<file path="config.mk">
export PLATFORM = sky130hd
export DESIGN_NAME = seq_detect_param
export DESIGN_NICKNAME = d
export VERILOG_FILES = /design/src/rtl/seq_detect_param.sv
export SDC_FILE = /design/constraint.sdc
export NUM_CORES = 1
export LEC_CHECK = 0
export BUFFER_PORTS_ARGS = -buffer_cell sky130_fd_sc_hd__buf_2
export CORE_MARGIN = 3
export CORE_UTILIZATION = 57
export CTS_CLUSTER_DIAMETER = 120
export CTS_CLUSTER_SIZE = 8
export DETAILED_ROUTE_END_ITERATION = 16
export GPL_TIMING_DRIVEN = 0
export PLACE_DENSITY_LB_ADDON = 0.3
export SLEW_MARGIN = 10
export SYNTH_ARGS = -nofsm -noshare
export SYNTH_HDL_FRONTEND = slang
export SYNTH_SLANG_ARGS = --single-unit
</file>
<file path="constraint.sdc">
create_clock -name Clk -period 4.1 [get_ports Clk]
set_input_delay 0.205 -clock Clk [delete_from_list [all_inputs] [get_ports Clk]]
set_output_delay 0.205 -clock Clk [all_outputs]
set_load 0.005 [all_outputs]
</file>
<file path="src/rtl/seq_detect_param.sv">
// ---------------------------------------------------------------------------
// seq_detect_param
// Programmable serial bit-pattern detector with a Mealy-style match output.
// The pattern length is fixed at elaboration time. The pattern and the overlap
// mode are loaded at run time. Every match also advances a saturating match
// counter.
//
// Parameters:
//   PAT_LEN      pattern length in bits (2..32)
//   CNT_W        width of match_count
// Ports:
//   Clk          clock, rising edge
//   reset        asynchronous, active-low reset
//   cfg_load     latch cfg_pattern/cfg_overlap and restart detection
//   cfg_pattern  pattern, bit PAT_LEN-1 received first, bit 0 last
//   cfg_overlap  1 = overlapping matches allowed, 0 = matched bits consumed
//   data_valid   data_in qualifier
//   data_in      serial data bit
//   cnt_clr      synchronous clear of match_count and count_sat
//   match        combinational, current valid bit completes the pattern
//   match_count  saturating number of matches since reset/cnt_clr
//   count_sat    sticky flag, match_count has reached all-ones
//   armed        history is full and matches are possible
// ---------------------------------------------------------------------------
module seq_detect_param #(
   parameter int PAT_LEN = 4,
   parameter int CNT_W   = 8
) (
   input  logic               Clk,
   input  logic               reset,
   input  logic               cfg_load,
   input  logic [PAT_LEN-1:0] cfg_pattern,
   input  logic               cfg_overlap,
   input  logic               data_valid,
   input  logic               data_in,
   input  logic               cnt_clr,
   output logic               match,
   output logic [CNT_W-1:0]   match_count,
   output logic               count_sat,
   output logic               armed
);

   localparam int FILL_W = $clog2(PAT_LEN);
   localparam logic [FILL_W-1:0] FILL_LAST = FILL_W'(PAT_LEN - 1);

   typedef enum logic [1:0] {
      UNCFG = 2'd0,
      FILL  = 2'd1,
      RUN   = 2'd2
   } state_t;

   state_t               state_q, state_d;
   logic [PAT_LEN-1:0]   pattern_q, pattern_d;
   logic                 overlap_q, overlap_d;
   logic [PAT_LEN-2:0]   hist_q, hist_d;
   logic [FILL_W-1:0]    fill_q, fill_d;
   logic [CNT_W-1:0]     count_q, count_d;
   logic                 sat_q, sat_d;
   logic [PAT_LEN-1:0]   window;
   logic [CNT_W-1:0]     countInc;

   // The candidate word is the stored history with the incoming bit appended as
   // the newest (least significant) bit. Its low PAT_LEN-1 bits are also what
   // the history becomes after a shift.
   assign window   = {hist_q, data_in};
   assign countInc = count_q + CNT_W'(1);

   // All state is held in these registers. The reset drops the configuration
   // as well, so the detector sits in UNCFG until someone loads a pattern again.
   always_ff @(posedge Clk or negedge reset) begin
      if (!reset) begin
         state_q   <= UNCFG;
         pattern_q <= '0;
         overlap_q <= 1'b0;
         hist_q    <= '0;
         fill_q    <= '0;
         count_q   <= '0;
         sat_q     <= 1'b0;
      end else begin
         state_q   <= state_d;
         pattern_q <= pattern_d;
         overlap_q <= overlap_d;
         hist_q    <= hist_d;
         fill_q    <= fill_d;
         count_q   <= count_d;
         sat_q     <= sat_d;
      end
   end

   // Next-state and match logic.
   // FILL collects PAT_LEN-1 bits of history before the detector may report a
   // match. RUN compares each valid bit against the pattern.
   // In non-overlap mode a match throws away the history, so the next match
   // needs a complete set of fresh bits.
   // A cfg_load overrides everything else and discards any bit that arrives in
   // the same cycle.
   always_comb begin
      state_d   = state_q;
      pattern_d = pattern_q;
      overlap_d = overlap_q;
      hist_d    = hist_q;
      fill_d    = fill_q;
      match     = 1'b0;

      case (state_q)
         UNCFG: begin
         end
         FILL: begin
            if (data_valid) begin
               hist_d = window[PAT_LEN-2:0];
               fill_d = fill_q + FILL_W'(1);
               if (fill_q == FILL_LAST - FILL_W'(1)) begin
                  state_d = RUN;
               end
            end
         end
         RUN: begin
            if (data_valid) begin
               match = (window == pattern_q);
               if (match && !overlap_q) begin
                  hist_d  = '0;
                  fill_d  = '0;
                  state_d = FILL;
               end else begin
                  hist_d = window[PAT_LEN-2:0];
               end
            end
         end
         default: begin
            state_d = UNCFG;
         end
      endcase

      if (cfg_load) begin
         match     = 1'b0;
         pattern_d = cfg_pattern;
         overlap_d = cfg_overlap;
         hist_d    = '0;
         fill_d    = '0;
         state_d   = FILL;
      end
   end

   // Match counter.
   // The count stops at all-ones and count_sat stays set from that point on.
   // If cnt_clr arrives in the same cycle as a match, the clear takes priority.
   always_comb begin
      count_d = count_q;
      sat_d   = sat_q;
      if (cnt_clr) begin
         count_d = '0;
         sat_d   = 1'b0;
      end else if (match && (count_q != {CNT_W{1'b1}})) begin
         count_d = countInc;
         if (countInc == {CNT_W{1'b1}}) begin
            sat_d = 1'b1;
         end
      end
   end

   assign match_count = count_q;
   assign count_sat   = sat_q;
   assign armed       = (state_q == RUN);

endmodule

</file>
==> reports/metrics.cfg <==
[run_status]
run_status=finished, final reports clean

[clock_tree]
cts_hold_bufs=1
tritoncts.num_buffers=3
postCtsSetupBuffers=0
cts_sinks=21
clk_root_buffer_cell=clkbuf_4
cts_tree=done
clk-insertion-delay-late_ps=300
cts.reportedPaths.clkPinSlew_ps=120
cts_resized=0
clock_tree.htree_level_count=1
clockBufferDepth=2

[floorplan]
core.rowCount=15
die-area_mm2=0.002567
start_util_pct=63.13
placeable_core_area_mm2=0.001802
floorplan.die.height_um=50.67
die-width_um=50.67
io_pins=22

[worst_setup_path]
worstPathRequired_ps=4290
cpLargestDelayFamily=simple AND/OR/NAND/NOR gates
timing.critical_path.arrival_ps=2050
type_of_destination_of_the_critical_path=flop
timing.critical_path.fanout_max=10
setup.worst_path.start_class=flop
crit_path_cell_trace=ha_1 > nand3_1 > o21ai_2 > nor4_1 > mux2_1
critical_path_s_slowest_cell=dfrtp_1
timing_worst_setup_path_type=reg2reg
reg2reg_setup_slack_ps=2240
cp.buffers_inverters=0
slowest_delay_ps=430

[finish]
fill_cells=131
syn_to_final_growth_pct=14.85
layout-drive-gt1-share_pct=24.44
antenna_cells_inserted=0
count_of_nets_after_finishing=150

[power]
vdd_ir_drop_max_v=0.0002083
power_mw=0.4116
power.density_cell_area_mw_per_mm2=315.1
power.leakage_nw=0.5808

[detailed_routing]
finalWirelength_um=2351
vias_per_cell=6.119
detail_route.wl_per_cell_um=14.69
postRouteAntennaNets=0
via_total_after_detailed_routing=979
detail_route.iter0.violations=19
post_route_drc=0
firstDrtPassIters=4

[timing]
fin_crit_ps=1856
timing_max_transition_violations_final=0
finalCritPeriodShare_pct=45.28
post_route_clock_skew_ps=6.102
timing.final.hold_violations=0
setup_viol_count_final=0
rsz_0062_raised_after_global_routing=false
maxClockFrequency_mhz=538.7
slew_headroom_pct=62.95
setup_tns_final_ps=0
worst_slew_pin_tran_ps=555.7

[run]
cap_viol_max_count=0

[synthesis]
count_of_flip_flops_with_a_built_in_enable_after_synthesis=0
netlist_instances=110
synth.yosys.warnings=0
syn_nets=124
synth_most_common_cell=dfrtp_1
synthTopCellsByCount=dfrtp_1 (21), a21oi_1 (10), inv_1 (6), nand2_1 (5)
synth.yosys.seq_area_share_pct=46.20
synth_cell_types=37
postSynth.asyncResetShare_pct=100.0
netlist_area_mm2=0.001137
yosysTopAreaCell=dfrtp_1
dominantRegCellSynth=dfrtp_1
number_of_storage_elements_in_the_synthesis_netlist=21
area_share_of_the_largest_cell_type_after_synthesis_pct=46.20
synthesis.area_per_instance_um2=10.34
synth_area_leaders=dfrtp_1 (46%), a21oi_1 (4.4%), mux2_2 (4.0%)

[grt]
grt.total_usage_pct=21.90
first_global_vias=991
gr-total-overflow=0
grt_pass1_wl_um=4305
initial_antenna_violation_count=0
grt_start_max_net_pins=22

[hold_path]
hold_path.class=in2reg

[placement]
place.detailed.hpwl_um=1717
gp_congestion=0.8211
placement.io_buffers=20

[sequential cells by signal (all words and copies together), names as in the netlist]
register	flops
hist_q	3
fill_q	2
state_q	2
pattern_q	4
match_count	8
count_sat	1
overlap_q	1
[layout make-up]
class / instances / area, um2 / share of cell area (%)
multi-input combinational: 79 / 571.8 / 43.77
sequential: 21 / 525.5 / 40.23
timing repair buffer: 21 / 110.1 / 8.429
tap: 25 / 31.28 / 2.395
clock buffer: 3 / 22.52 / 1.724
inverter: 6 / 22.52 / 1.724
buffer: 4 / 17.52 / 1.341
clock inverter: 1 / 5.005 / 0.3831
[report_power, final]
part	internal [mW]	switching, mW	total, mW
logic	0.0355	0.0405	0.0759
clock network	0.0363	0.0621	0.0984
registers	0.225	0.0127	0.237
[metal layers]
metal | part of all wire [%] | wire length, um | track usage [%] | vias to the layer above
met1 | 44 | 1026 | 27.13 | 478
met5 | 0 | 0 | 0 | -
met3 | 5.0 | 117 | 3.561 | 4
met2 | 50 | 1175 | 38.04 | 36
met4 | 1.3 | 31 | 8.072 | 0
li1 | - | - | - | 461
[kinds of logic (layout without fill, tap and decap cells)]
logic type,count (synthesis),in the layout,synth area share (%)
xor gates and xnor gates,7,7,5.391
AOI/OAI and AO/OA,32,32,19.58
muxes,5,5,4.950
DFF,21,21,46.20
buffers and inverters,10,35,3.520
and+or+nand+nor,32,32,17.05
adders and majority gates,3,3,3.301
[path summary, 6_finish.rpt]
path | from | end | cells after the start
hold / removal | cfg_overlap | overlap_q$_DFFE_PN0P_ | 3
max in group asynchronous | reset | overlap_q$_DFFE_PN0P_ | 2
min in group asynchronous | reset | match_count[5]$_DFFE_PN0P_ | 2
setup reg to reg | match_count[0]$_DFFE_PN0P_ | match_count[7]$_DFFE_PN0P_ | 5
hold reg to reg | fill_q[0]$_DFFE_PN0P_ | fill_q[0]$_DFFE_PN0P_ | 2
setup / recovery | match_count[0]$_DFFE_PN0P_ | match_count[7]$_DFFE_PN0P_ | 5
[worst reg2reg max path: stages, from the launching register on]
cell and delay [ps]:
dfrtp_1 430, ha_1 250, nand3_1 200, o21ai_2 180, nor4_1 320, mux2_1 360
[cell usage in the layout, fill, tap and decap left out, drive strengths merged, types with 3 or more instances in the layout]
cell / n
ha: 3
nand2: 5
a21oi: 10
or4: 3
inv: 6
dfrtp: 21
o31ai: 3
nand4: 3
mux2: 5
buf: 24
xnor2: 4
nor2: 4
o21ai: 6
clkbuf: 3
xor2: 3
nand3: 4
a22o: 3
[per-stage QoR]
step           utilization, %  hold WS (ps)  setup WS (ps)  area [um2]  instances
3_5_place_dp            70.42         191.0           2274        1269        155
6_report                72.50         108.0           2244        1306        160
3_3_place_gp            70.42         183.8           2294        1269        155
5_1_grt                 72.50         124.9           2099        1306        160
2_1_floorplan               -        -90.59           2400        1137        110
4_1_cts                 72.50         108.4           2256        1306        160
Power figures use the tool's default switching activity.
